**src/rtl/serial_pal_n.sv**
```systemverilog
// Serial-to-parallel converter: shifts one bit per enabled clock into a WIDTH-bit word,
// then holds each complete word under a valid/ready handshake and flags overrun.
//
// state | meaning
// EMPTY | out holds no unconsumed word (valid=0)
// FULL  | out holds an unconsumed word (valid=1)
module serial_pal_n #(
   parameter int WIDTH     = 8,
   parameter bit MSB_FIRST = 1'b1
) (
   input  logic                     clk,
   input  logic                     reset,
   input  logic                     en,
   input  logic                     in,
   input  logic                     clr,
   input  logic                     ready,
   output logic [WIDTH-1:0]         shift,
   output logic [WIDTH-1:0]         out,
   output logic                     valid,
   output logic                     overrun,
   output logic [$clog2(WIDTH)-1:0] bit_cnt
);

   localparam int CW = $clog2(WIDTH);
   localparam logic [CW-1:0] LAST = CW'(WIDTH - 1);

   typedef enum logic {
      EMPTY = 1'b0,
      FULL  = 1'b1
   } state_t;

   state_t           state;
   logic [WIDTH-1:0] shift_nxt;
   logic             done;

   generate
      if (MSB_FIRST) begin : g_msb
         assign shift_nxt = {shift[WIDTH-2:0], in};
      end else begin : g_lsb
         assign shift_nxt = {in, shift[WIDTH-1:1]};
      end
   endgenerate

   // The word completes on the edge that samples its last bit, so out takes shift_nxt.
   assign done  = en && (bit_cnt == LAST);
   assign valid = (state == FULL);

   always_ff @(posedge clk or posedge reset) begin
      if (reset) begin
         state   <= EMPTY;
         shift   <= '0;
         out     <= '0;
         overrun <= 1'b0;
         bit_cnt <= '0;
      end else if (clr) begin
         state   <= EMPTY;
         shift   <= '0;
         overrun <= 1'b0;
         bit_cnt <= '0;
      end else begin
         if (en) begin
            shift   <= shift_nxt;
            bit_cnt <= done ? '0 : bit_cnt + 1'b1;
         end
         case (state)
            EMPTY: begin
               if (done) begin
                  out   <= shift_nxt;
                  state <= FULL;
               end
            end
            FULL: begin
               if (done) begin
                  out <= shift_nxt;
                  if (!ready)
                     overrun <= 1'b1;
               end else if (ready) begin
                  state <= EMPTY;
               end
            end
            default: state <= EMPTY;
         endcase
      end
   end

endmodule
```
**config.mk**
```make
export PLATFORM = sky130hd
export DESIGN_NAME = serial_pal_n
export DESIGN_NICKNAME = d
export VERILOG_FILES = /design/src/rtl/serial_pal_n.sv
export SDC_FILE = /design/constraint.sdc
export NUM_CORES = 1
export LEC_CHECK = 0
export ABC_AREA = 1
export CAP_MARGIN = 25
export CORE_MARGIN = 2
export CORE_UTILIZATION = 64
export CTS_CLUSTER_SIZE = 12
export DETAILED_ROUTE_END_ITERATION = 16
export DONT_BUFFER_PORTS = 1
export PLACE_DENSITY = 0.8
export SYNTH_ARGS = -nofsm -noshare
export SYNTH_HDL_FRONTEND = slang
export SYNTH_SLANG_ARGS = --single-unit
```
**constraint.sdc**
```tcl
create_clock -name clk -period 2 [get_ports clk]
set_input_delay 0.2 -clock clk [delete_from_list [all_inputs] [get_ports clk]]
set_output_delay 0.2 -clock clk [all_outputs]
set_load 0.02 [all_outputs]
```
; ---- Yosys cells after proc, flatten, opt, wreduce, memory -nomap -nowiden
; Index checks and enable logic that the tools add are counted.
[classes]
add_sub_neg = 1
eq_ne = 2
muxes = 15
bitwise_logic = 2
n_reduce_logical = 6
[op_table]
columns = cell, n
row1 = 8-bit two-way mux, 3
row2 = 3-bit two-way mux, 3
row3 = 1-bit two-way mux, 8
row4 = 2-bit nonzero test, 3
row5 = "3-bit by 1-bit adder with 3-bit output, second input constant", 1
row6 = "3-bit equality test, second input constant", 1
row7 = 3-bit AND reduction, 1
row8 = "2-bit inequality test, second input constant", 1
row9 = 1-bit inverter, 2
row10 = 1-bit one-hot mux with 2 select lines, 1
row11 = 2-bit AND reduction, 1
row12 = 1-bit logical AND, 1
[totals]
reg_bits = 21
input_bits = 6
out_inout_bits = 21
wordCells = 31

; ---- Logic depth before layout (Yosys ltp)
; Gate-level depths: netlist of run 1.
[depth]
word_depth = 5
mapped_depth = 7
mapped_depth_nobuf = 6

; ---- Worst setup path before layout of run 1
; Ideal clock, no wire load.
[synth_path]
kind = reg-to-reg
start = register bit_cnt[0]
end = register overrun
setup_ns = 0.116
arrival_time_ns = 1.219
t_required_ns = 1.884
setup_slack_ns = 0.664
path_stages_with_launch = 8
path_buffers = 1
synth_period_minus_slack_ns = 1.336
cell_sequence = dfrtp_1 > ha_1 > ha_1 > clkbuf_8 > nand2_2 > nor2_1 > nand2_1 > nand2_1
[synth_via]
elab_chain_len = 4
[synth_lines]
columns = item, line_no
row1 = start: declaration, 21  ; output logic [$clog2(WIDTH)-1:0] bit_cnt
row2 = start signal: assignment, 63  ; bit_cnt <= done ? '0 : bit_cnt + 1'b1;
row3 = 3-bit equality test, 45  ; assign done = en && (bit_cnt == LAST);
row4 = 1-bit logical AND, 45
row5 = 2-bit nonzero test (no source line), n/a
row6 = 3-bit AND reduction (no source line), n/a
row7 = end signal: assignment, 53  ; overrun <= 1'b0;
row8 = end signal: assignment, 58  ; overrun <= 1'b0;
row9 = end signal: assignment, 76  ; overrun <= 1'b1;
row10 = end: declaration, 20  ; output logic overrun,
; No other way between the ends.
; A chain may end at the register's enable or synchronous reset.

; ---- Worst setup path after layout of run 1
[layout_path]
start = register bit_cnt[0]
end = register out[0]
[layout_via]
elab_chain_len = 3
[layout_lines]
columns = item, line_no
row1 = 3-bit equality test, 45
row2 = 1-bit logical AND, 45
row3 = 2-bit AND reduction (no source line), n/a
row4 = end signal: assignment, 68  ; out <= shift_nxt;
row5 = end signal: assignment, 74  ; out <= shift_nxt;
row6 = end: declaration, 18  ; output logic [WIDTH-1:0] out,
; No other way between the ends.

==> results of run 1 <==
-- registers in the layout, summed over array words and instances (netlist names) --
name,count
bit_cnt,3
out,8
overrun,1
shift,8
valid,1
-- final cells by class --
cell class / instances / area, sq um
fill: 125 / 506.7
clock inverter: 1 / 5.005
sequential: 21 / 525.5
inverter: 6 / 23.77
clock buffer: 3 / 22.52
tap: 16 / 20.02
multi-input combinational: 71 / 340.3
timing repair buffer: 1 / 10.01
-- logic make-up after synthesis --
logic type / after synthesis / synth area share (%)
compound gates: 2 / 1.421
buf+inv: 12 / 10.59
fa+ha+maj: 2 / 2.584
flops: 21 / 54.26
simple gates: 67 / 31.14
-- layer usage --
metal	vias to the layer above	share of wire (%)	global-route usage, %
met1	294	50	26.20
met5	-	0	0
met3	0	5.9	7.234
met2	18	44	28.18
met4	0	0	7.500
li1	331	-	-
-- power breakdown --
part	switching, mW	internal [mW]	total, mW
registers	0.0134	0.430	0.443
clock network	0.128	0.0745	0.202
logic	0.0229	0.00901	0.0319
-- synth_stat cells --
cell type	instances	area [sq um]
nor2_1	2	7.510
clkinv_2	1	5.000
nand2_2	2	12.51
buf_6	4	45.04
nand2_1	44	165.2
nand3_2	1	10.01
buf_12	1	20.02
ha_1	2	25.02
nand4_1	8	50.05
clkbuf_8	1	13.76
inv_2	1	3.750
a21oi_2	1	8.760
o21ai_1	1	5.000
inv_1	4	15.01
nand3_1	9	45.04
dfrtp_1	21	525.5
nor2_4	1	11.26
-- critical path, stage by stage (launching register included) --
cell	delay, ns
dfrtp_1	0.52
ha_1	0.20
ha_1	0.38
nand3_2	0.25
nand2_1	0.13
nand2_1	0.05
-- cell usage in the layout (no fill, tap or decap), types with 2 or more instances in the layout --
| master | count |
|---|---|
| nand3_1 | 9 |
| inv_1 | 4 |
| clkinv_2 | 2 |
| ha_1 | 2 |
| dfrtp_1 | 21 |
| clkbuf_4 | 3 |
| nand2_1 | 44 |
| nand4_1 | 8 |
| nor2_1 | 2 |
| nand2_2 | 2 |
-- worst paths after layout --
| path | from | end | slack (ns) | cells past startpoint |
|---|---|---|---|---|
| worst max-delay path | bit_cnt[0] | out[0] | 0.38 | 5 |
| worst min-delay path | in | shift[0] | 0.03 | 2 |
| worst max register to register | bit_cnt[0] | out[0] | 0.38 | 5 |
| worst min register to register | out[6] | out[6] | 0.63 | 2 |
| max in group asynchronous | reset | shift[1] | 1.06 | 2 |
| min in group asynchronous | reset | out[0] | 0.46 | 2 |
-- timing repair --
| action | CTS | global route |
|---|---|---|
| hold endpoints to repair | 21 | 0 |
| setup buffers | 0 | 0 |
| gates resized for setup | 0 | 0 |
| hold buffers | 1 | 0 |
==> metrics, run 1 <==
critical path fanouts, max=11; Crit Path Class=register to register; DR WL/cell=13.67 microns; number of register bits inferred by synthesis=21; fin util=65.15%; post-placement cell area=909.6 sq um; Hold Slack=0.03339 ns; share of cells above drive strength 1=10.68%; buffers added on ports=0; RSZ-0062 raised after global routing=no; Layout area overhead=-2.196%; 1st-pass router iterations=4; clk sinks=21; worst path required time=2.21 ns; min cycle time layout=1.625 ns; GRT Util Overall=19.37%; Num CTS Buffers=3; Cell Rows=14; Initial Util=66.61%; Final Hold Fails=0; Via Count=643; Slew Limit Headroom=49.38%; vias in the first global route=594; total chip power=0.6770 mW; CP arrival=1.83 ns; distinct cell type count after synthesis=17; full die area=1840 sq um; Synth warnings=0; Ant. Diodes=0; Worst setup SP type=register; Die Span X=42.90 microns; CTS tree=done; Setup TNS=0 ns; NumNets Final=112; Tightest Pin Transition=0.7585 ns; first-pass GRT wire length=2.677 mm; fin. max-slew vios=0; Place WS=0.3757 ns; largest net degree at the start of global routing=24; maximum root-to-sink buffer count=2; H-tree depth=1; final period utilization=81.25%; pwr/cell area=714.8 nW/um^2; DPL Wire Length=1.135 mm; initial antenna violation count=0; Layout Cells excl Fill=119; # DRC=0; GRT overflow=0; placed instance count=114; DR iter-0 viols=12; post-DR vias/cell=5.403; fmax=615.4 MHz; DRT antenna net count=0; outcome=finished clean; max-cap check violation count=0; post-synthesis sequential area ratio=54.26%; Worst-Skew Late Latency=0.30 ns; root buf cell=clkbuf_4; post-synth net total=112; Leakage=0.5290 nW; die height=42.90 microns; Reg clk slew, reported paths=0.12 ns; GP Congestion=0.7407; Synth Cell Area=968.4 sq um; Post-Syn Instances=104; CP Capture Type=register; Worst Hold Class=input port to register; Routed WL=1.627 mm; final setup margin=0.3750 ns; num ports=27; Max VDD drop=0.4520 mV; synthesized area per cell=9.312 sq um; core box area=1454 sq um; post-route cell area=947.2 sq um; final setup vio count=0; Final Skew=0.006172 ns
Power figures use the tool's default switching activity.
==> run 2, diff against run 1 <==
CORE_UTILIZATION = 59   (was 64)
PLACE_DENSITY = 0.75   (was 0.8)
clock period = 1.5 ns   (was 2 ns; I/O delays follow)
==> metrics, run 2 (synthesis gave the netlist of run 1 again) <==
Slew Limit Headroom=48.34% (-1.0 points); CTS tree=done; RSZ-0062 raised after global routing=no; Worst setup SP type=register; Reg clk slew, reported paths=0.12 ns (about the same); Via Count=708 (+10%); Leakage=0.5644 nW (+6.7%); Tightest Pin Transition=0.7724 ns (+0.01388 ns); vias in the first global route=617 (+3.9%); largest net degree at the start of global routing=22 (-8.3%); buffers added on ports=0 (unchanged); NumNets Final=120 (+7.1%); initial antenna violation count=0 (unchanged); commonest non-fill, non-tap cell in the layout=nand2_1; Hold Slack=0.002321 ns (-0.03107 ns); DR WL/cell=14.42 microns (+5.4%); full die area=1982 sq um (+7.7%); Worst Hold Class=input port to register; switching share of power=24.21% (about the same); first-pass GRT wire length=3.029 mm (+13%); Ant. Diodes=0 (unchanged); Post-CTS Setup Inserts=0 (unchanged); Cell Rows=14 (unchanged); GP Congestion=0.8080 (+9.1%); fmax=726.1 MHz (+18%); outcome=finished clean; Top Metal Used=met4; DR iter-0 viols=11 (-1); DRT antenna net count=0 (unchanged); Setup TNS=0 ns (unchanged); H-tree depth=1 (unchanged); GRT overflow=0 (unchanged); final setup vio count=0 (unchanged); fin. max-slew vios=0 (unchanged); met2 wire len=867 microns (+22%); final period utilization=91.82% (+11 points); post-placement cell area=947.2 sq um (+4.1%); Clk pwr share=28.7% (-1.1 points); fill count=126 (+0.80%); CP Capture Type=register; post-DR vias/cell=5.575 (+3.2%); Layout area overhead=4.651%; Comb power frac=8.1% (+3.4 points); Routed WL=1.831 mm (+13%); Die Span X=44.52 microns (+3.8%); DPL Wire Length=1.170 mm (+3.1%); Psw=0.2241 mW (+37%); Worst-Skew Late Latency=0.30 ns (about the same); pwr/cell area=913.5 nW/um^2 (+28%); DRT met1 WL=839 microns (+2.6%); Crit Path Class=register to register; num ports=27 (unchanged); worst path required time=1.75 ns (-0.46 ns); 1st-pass router iterations=4 (unchanged); Num CTS Buffers=3 (unchanged); Max VDD drop=0.6646 mV (+47%); root buf cell=clkbuf_4; WL met3=113 microns (+18%); cts hold-fix bufs=4 (+3); GRT Util Overall=21.46% (+2.1 points); commonest non-fill, non-tap cells in the layout=nand2_1, dfrtp_1, nand3_1; post-route cell area=1013 sq um (+7.0%); die height=44.52 microns (+3.8%); # DRC=0 (unchanged); Seq pwr share=63.1% (-2.4 points); CP arrival=1.63 ns (-0.20 ns); Internal=0.7016 mW (+37%); Final Hold Fails=0 (unchanged); min cycle time layout=1.377 ns (-0.2477 ns); core box area=1524 sq um (+4.8%); max-cap check violation count=0 (unchanged); largest registers=out x8, shift x8, bit_cnt x3; clk sinks=21 (unchanged); Initial Util=63.55% (-3.1 points); maximum root-to-sink buffer count=2 (unchanged); Final Skew=0.01526 ns (+0.009086 ns); CTS resizes=0 (unchanged); share of cells above drive strength 1=13.51% (+2.8 points); critical path fanouts, max=6 (-5)
==> run 2: changes by cell type in the layout (fill, tap and decap cells not counted), sizes merged <==
| cell | delta |
|---|---|
| clkinv | -1 |
| clkbuf | +1 |
| buf | +5 |
| dlygate4sd3 | +3 |
==> run 2: layout make-up <==
type	count	area (sq um)	share of cell area, %
sequential	21	525.5	51.85
multi-input combinational	71	340.3	33.58
timing repair buffer	9	77.57	7.654
clock buffer	4	26.28	2.593
inverter	6	23.77	2.346
tap	16	20.02	1.975
==> run 2: metrics by stage <==
step	setup slack (ns)	total power, mW	utilization (%)	instances
after floorplan	0.1645	0.6582	-	104
after global placement	0.1994	0.6521	62.15	119
after detailed placement	0.1714	0.6531	62.15	119
after global routing	0.01630	0.9613	66.50	127
after CTS	0.1269	0.9322	66.50	127
final	0.1227	0.9258	66.50	127
==> run 2: power groups by stage <==
stage               sequential [mW]  combinational (mW)  clock (mW)
floorplan                     0.600              0.0585           0
global placement              0.595              0.0568           0
detailed placement            0.595              0.0578           0
CTS                           0.585              0.0747       0.273
global route                  0.586              0.0851       0.291
finish                        0.585              0.0752       0.266
==> run 2: metal layers <==
layer / global-route usage (%) / up-vias
met3: 6.939 / 2
met5: 0 / -
met2: 32.17 / 23
li1: - / 347
met1: 29.33 / 336
met4: 7.273 / 0
==> run 2: final timing paths <==
check / to / cells after the start / slack, ns / start
worst max register to register: overrun / 6 / 0.12 / bit_cnt[2]
worst min-delay path: shift[2] / 3 / 0.002 / en
worst max-delay path: overrun / 6 / 0.12 / bit_cnt[2]
worst min register to register: out[1] / 2 / 0.63 / out[1]
max in group asynchronous: shift[4] / 3 / 0.98 / reset
min in group asynchronous: out[2] / 3 / 0.30 / reset
==> run 2: critical path, cell delays in order, from the launching register on <==
cell and delay (ns):
dfrtp_1 0.51, ha_1 0.33, buf_4 0.19, nand2_2 0.06
nor2_1 0.12, nand2_1 0.06, nand2_1 0.05
